**config.mk**
```make
export PLATFORM = sky130hd
export DESIGN_NAME = adc_capture_ctrl
export DESIGN_NICKNAME = d
export VERILOG_FILES = /design/src/rtl/adc_capture_ctrl.sv
export SDC_FILE = /design/constraint.sdc
export NUM_CORES = 1
export LEC_CHECK = 0
export CORE_UTILIZATION = 35
export DETAILED_ROUTE_END_ITERATION = 10
export DONT_BUFFER_PORTS = 1
export PLACE_DENSITY = 0.48
export SYNTH_ARGS = -nofsm -noshare
export SYNTH_HDL_FRONTEND = slang
export SYNTH_SLANG_ARGS = --single-unit
```
**constraint.sdc**
```tcl
create_clock -name hclk -period 4.03 [get_ports hclk]
set_input_delay 0.806 -clock hclk [delete_from_list [all_inputs] [get_ports hclk]]
set_output_delay 0.806 -clock hclk [all_outputs]
set_load 0.01 [all_outputs]
```
**src/rtl/adc_capture_ctrl.sv**
```systemverilog
// ADC capture sequencer: divides hclk into adc_clk, waits for a level-crossing trigger and
// streams a block of samples into the capture RAM write port.
module adc_capture_ctrl #(
  parameter int unsigned ADDR_W = 10,
  parameter int unsigned DATA_W = 8
) (
  input  logic              hclk,
  input  logic              hresetn,
  input  logic              cfg_start,
  input  logic              cfg_abort,
  input  logic [15:0]       cfg_div,
  input  logic [ADDR_W:0]   cfg_len,
  input  logic [1:0]        cfg_trig_mode,
  input  logic [DATA_W-1:0] cfg_trig_level,
  input  logic [DATA_W-1:0] adc_data,
  output logic              adc_clk,
  output logic              mem_we,
  output logic [ADDR_W-1:0] mem_addr,
  output logic [DATA_W-1:0] mem_wdata,
  output logic              busy,
  output logic              done,
  output logic [ADDR_W:0]   sample_cnt
);

  localparam logic [ADDR_W:0] Depth = {1'b1, {ADDR_W{1'b0}}};

  typedef enum logic [2:0] {StIdle, StArmed, StWaitTrig, StCapture, StDone} state_e;

  state_e              state_q, state_d;
  logic [15:0]         div_q, div_cnt_q, div_cnt_d;
  logic [ADDR_W:0]     len_q, sample_cnt_q, sample_cnt_d;
  logic [1:0]          mode_q;
  logic [DATA_W-1:0]   level_q, s_cur_q, mem_wdata_q, mem_wdata_d;
  logic [ADDR_W-1:0]   mem_addr_q, mem_addr_d;
  logic                adc_clk_q, adc_clk_d, mem_we_q, done_q, done_d;

  logic [15:0]         div_max, half;
  logic [ADDR_W:0]     len_in_eff, cnt_inc;
  logic                running, running_d, tick, rise_hit, fall_hit, last, write, latch;

  assign div_max    = (div_q == 16'd0) ? 16'd1 : div_q;
  assign half       = div_max >> 1;
  assign running    = (state_q == StArmed) || (state_q == StWaitTrig) || (state_q == StCapture);
  assign running_d  = (state_d == StArmed) || (state_d == StWaitTrig) || (state_d == StCapture);
  assign tick       = running && (div_cnt_q == div_max);
  // s_cur_q still holds the previous sample while adc_data is the one being taken
  assign rise_hit   = (s_cur_q < level_q) && (adc_data >= level_q);
  assign fall_hit   = (s_cur_q > level_q) && (adc_data <= level_q);
  assign len_in_eff = ((cfg_len == '0) || (cfg_len > Depth)) ? Depth : cfg_len;
  assign cnt_inc    = sample_cnt_q + 1'b1;
  assign last       = (cnt_inc == len_q);

  always_comb begin
    state_d = state_q;
    write   = 1'b0;
    latch   = 1'b0;
    unique case (state_q)
      StIdle: begin
        if (cfg_start) begin
          state_d = StArmed;
          latch   = 1'b1;
        end
      end
      StArmed: begin
        if (tick) begin
          if ((mode_q == 2'd0) || (mode_q == 2'd3)) begin
            write   = 1'b1;
            state_d = last ? StDone : StCapture;
          end else begin
            state_d = StWaitTrig;
          end
        end
      end
      StWaitTrig: begin
        if (tick && (((mode_q == 2'd1) && rise_hit) || ((mode_q == 2'd2) && fall_hit))) begin
          write   = 1'b1;
          state_d = last ? StDone : StCapture;
        end
      end
      StCapture: begin
        if (tick) begin
          write   = 1'b1;
          state_d = last ? StDone : StCapture;
        end
      end
      StDone:  state_d = StIdle;
      default: state_d = StIdle;
    endcase
    // Abort overrides start and a coinciding final write
    if (cfg_abort) begin
      state_d = StIdle;
      write   = 1'b0;
      latch   = 1'b0;
    end
  end

  always_comb begin
    div_cnt_d    = div_cnt_q + 16'd1;
    if (!running || (state_d == StIdle) || (div_cnt_q == div_max)) div_cnt_d = 16'd0;
    adc_clk_d    = running_d && (div_cnt_d > half);
    sample_cnt_d = sample_cnt_q;
    mem_addr_d   = mem_addr_q;
    mem_wdata_d  = mem_wdata_q;
    done_d       = done_q;
    if (latch) begin
      sample_cnt_d = '0;
      done_d       = 1'b0;
    end
    if (write) begin
      mem_addr_d   = sample_cnt_q[ADDR_W-1:0];
      mem_wdata_d  = adc_data;
      sample_cnt_d = cnt_inc;
      if (last) done_d = 1'b1;
    end
    if (cfg_abort) done_d = 1'b0;
  end

  always_ff @(posedge hclk or negedge hresetn) begin
    if (!hresetn) begin
      state_q      <= StIdle;
      div_q        <= '0;
      len_q        <= '0;
      mode_q       <= '0;
      level_q      <= '0;
      div_cnt_q    <= '0;
      adc_clk_q    <= 1'b0;
      s_cur_q      <= '0;
      mem_we_q     <= 1'b0;
      mem_addr_q   <= '0;
      mem_wdata_q  <= '0;
      done_q       <= 1'b0;
      sample_cnt_q <= '0;
    end else begin
      state_q      <= state_d;
      div_cnt_q    <= div_cnt_d;
      adc_clk_q    <= adc_clk_d;
      mem_we_q     <= write;
      mem_addr_q   <= mem_addr_d;
      mem_wdata_q  <= mem_wdata_d;
      done_q       <= done_d;
      sample_cnt_q <= sample_cnt_d;
      if (tick) s_cur_q <= adc_data;
      if (latch) begin
        div_q   <= cfg_div;
        len_q   <= len_in_eff;
        mode_q  <= cfg_trig_mode;
        level_q <= cfg_trig_level;
      end
    end
  end

  assign adc_clk    = adc_clk_q;
  assign mem_we     = mem_we_q;
  assign mem_addr   = mem_addr_q;
  assign mem_wdata  = mem_wdata_q;
  assign busy       = running;
  assign done       = done_q;
  assign sample_cnt = sample_cnt_q;

endmodule

```
==> impl_metrics.py <==
metrics = {
    "outcome": {
        "status": "completed",
    },
    "placement": {
        "pre_cts_slack_ns": 0.721,
        "io_buffers": 0,
        "dp_hpwl_um": 9490,
        "gp_routability_congestion": 0.861,
    },
    "drt": {
        "ant_nets": 0,
        "drc_errors": 0,
        "drt_wl_total_um": 12900,
        "first_pass_iters": 4,
        "drtIter0Drc": 205,
        "wl_per_cell_um": 17.5,
        "vias": 3919,
        "via_per_inst": 5.29,
    },
    "synthesis": {
        "synth_area_leader_cell": "dfrtp_1",
        "synth_area_leaders": "dfrtp_1, ha_1, xor2_1",
        "synthDistinctLibCells": 55,
        "synth_area_per_cell_um2": 9.80,
        "synthArstFlopShare_pct": 100,
        "yosysMostFrequentCell": "dfrtp_1",
        "synth_ff_type": "dfrtp_1",
        "syn_nets": 638,
        "synth_edf_count": 0,
        "netlist_area_um2": 5430,
        "ys_ff_latch": 96,
        "synth.top_cell.area_share_pct": 44.3,
        "synthCells": 554,
        "yosys_warnings": 0,
        "yosysSeqAreaShare_pct": 44.3,
        "synthTopCellsByCount": "dfrtp_1, nand2_1, o21ai_0, inv_1, ha_1",
    },
    "floorplan": {
        "start_util_pct": 35.8,
        "die_area_um2": 16000,
        "die-height_um": 127,
        "ios": 82,
        "die_w_um": 127,
        "fp-row-count": 45,
        "core-area_um2": 15100,
    },
    "power": {
        "power.density_nw_per_um2": 429,
        "vdd_drop_max_uv": 220,
        "p_leak_nw": 2.74,
    },
    "sta": {
        "fin_tns_setup_ns": 0,
        "fin_crit_ns": 3.35,
        "rsz0062_at_grt": "false",
        "setup_ws_ns": 0.681,
        "max_freq_mhz": 299,
        "slew_headroom_pct": 55.5,
        "skew_ns": 0.00915,
        "setup_violations": 0,
        "holdWs_ns": 0.146,
        "finalCritPeriodShare_pct": 83.1,
        "maxSlewViolCount": 0,
        "hold_viol_final": 0,
        "worst_pin_slew_ns": 0.668,
    },
    "clock_network": {
        "root_buffer": "clkbuf_16",
        "path_clk_slew_ns": 0.07,
        "insertion_delay_ns": 0.36,
        "cts_buffer_depth": 2,
        "cts_tree": "done",
        "cts_buffers": 9,
        "postCtsHoldBufs": 0,
        "numClockSinks": 96,
        "htreeDepth": 3,
        "cts_resized": 0,
        "post_cts_buffers": 0,
    },
    "finish": {
        "final_nets": 632,
        "syn_to_final_growth_pct": 9.73,
        "final_layout_size_suffix_gt1_share_pct": 9.58,
        "fin_util_pct": 39.3,
        "num_antenna_cells": 0,
    },
    "grt": {
        "grt.overflow.total": 0,
        "grtUsageTotal_pct": 17.3,
        "grt_max_degree": 97,
        "grt_pass1_wl_um": 21300,
        "grt_pass1_vias": 4024,
        "antenna_found_initial": 0,
    },
    "setup_path": {
        "worst-path-max-fanout": 8,
        "r2r_cells": 13,
        "required_ns": 4.29,
        "crit_type": "reg -> reg",
        "startpoint_type": "flip-flop",
        "cp-end-kind": "flip-flop",
        "cp.arrival_ns": 3.61,
    },
    "hold_path": {
        "hold_class": "in -> async",
    },
    "run": {
        "maxCapViolCount": 0,
    },
}
[area by class of cell]
| class | instances | area [µm²] |
|---|---|---|
| well taps | 188 | 235 |
| multi-input cells | 398 | 2780 |
| flip-flops and latches | 96 | 2400 |
| clock buffers | 9 | 225 |
| clock inverters | 7 | 120 |
| inverters | 36 | 135 |
| repair buffers | 7 | 52.6 |
| fillers | 1487 | 9190 |
[flip-flops by register name, summed over array words and instances, names as in the netlist]
| name | count |
|---|---|
| adc_clk | 1 |
| done | 1 |
| len_q | 11 |
| s_cur_q | 8 |
| sample_cnt | 11 |
| mem_addr | 10 |
| mem_wdata | 8 |
| div_cnt_q | 16 |
| div_q | 16 |
| mode_q | 2 |
| level_q | 8 |
| mem_we | 1 |
| state_q | 3 |
[power breakdown]
group	internal (mW)	total, mW	leakage, nW	switching (mW)
Clock	0.608	0.994	0.166	0.386
Combinational	0.187	0.432	1.32	0.244
Sequential	1.05	1.13	1.26	0.0782
Total	1.85	2.56	2.74	0.709
[final timing paths]
path,from,end,slack [ns]
setup / recovery,div_q[1],adc_clk,0.68
hold / removal,hresetn,adc_clk,0.15
setup reg to reg,div_q[1],adc_clk,0.68
hold reg to reg,s_cur_q[0],s_cur_q[0],0.49
max in group asynchronous,hresetn,len_q[1],3.76
min in group hclk,s_cur_q[0],s_cur_q[0],0.49
[layer usage]
metal | up-vias | routed length (µm) | global-route usage, %
li1 | 1944 | - | -
met1 | 1863 | 6300 | 23.4
met2 | 92 | 5730 | 26.0
met3 | 20 | 643 | 4.64
met4 | 0 | 261 | 7.87
met5 | - | 0 | 0
[metrics by stage]
| stage | cells | power [mW] | cell area, µm² |
|---|---|---|---|
| global placement | 725 | 1.57 | 5610 |
| global route | 741 | 2.71 | 5950 |
| detailed placement | 725 | 1.58 | 5610 |
| floorplan | 554 | 1.46 | 5430 |
| finish | 741 | 2.56 | 5950 |
| CTS | 741 | 2.60 | 5950 |
[logic make-up (layout without fill, tap and decap cells)]
kind of cell | count (synthesis) | count (layout) | share of synthesized area (%)
compound gates | 105 | 105 | 12.2
xor+xnor | 46 | 46 | 7.42
fa+ha+maj | 35 | 35 | 8.07
buf+inv | 60 | 59 | 4.43
flops | 96 | 96 | 44.3
mux | 29 | 29 | 6.76
simple gates | 183 | 183 | 16.8
[critical path: stages, from the launching register on]
cell	delay (ns)
dfrtp_1	0.42
nor4_1	0.40
a41oi_1	0.20
xnor2_1	0.21
o211ai_1	0.23
buf_4	0.21
a21oi_1	0.07
ha_1	0.31
nand4_1	0.17
or3_1	0.41
a21oi_1	0.14
o31a_1	0.15
o21ai_0	0.10
a221oi_1	0.24
[layout by cell type, fill, tap and decap left out, types with 3 or more instances in the layout]
| cell | synthesis | layout |
|---|---|---|
| a21o_1 | 3 | 3 |
| a21oi_1 | 19 | 19 |
| a22o_1 | 3 | 3 |
| and3_1 | 6 | 6 |
| buf_4 | 0 | 7 |
| bufinv_16 | 0 | 3 |
| clkbuf_16 | 0 | 9 |
| dfrtp_1 | 96 | 96 |
| ha_1 | 35 | 35 |
| inv_1 | 36 | 36 |
| mux2_2 | 13 | 13 |
| mux2_4 | 12 | 12 |
| mux2i_1 | 4 | 4 |
| nand2_1 | 57 | 57 |
| nand2b_1 | 10 | 10 |
| nand3_1 | 18 | 18 |
| nand4_1 | 13 | 13 |
| nor2_1 | 31 | 31 |
| nor2b_1 | 7 | 7 |
| nor3_1 | 14 | 14 |
| nor4_1 | 8 | 8 |
| o211ai_1 | 5 | 5 |
| o21a_1 | 3 | 3 |
| o21ai_0 | 42 | 42 |
| o2bb2ai_1 | 7 | 7 |
| or3_1 | 7 | 7 |
| xnor2_1 | 18 | 18 |
| xor2_1 | 28 | 28 |
Power figures use the tool's default switching activity.
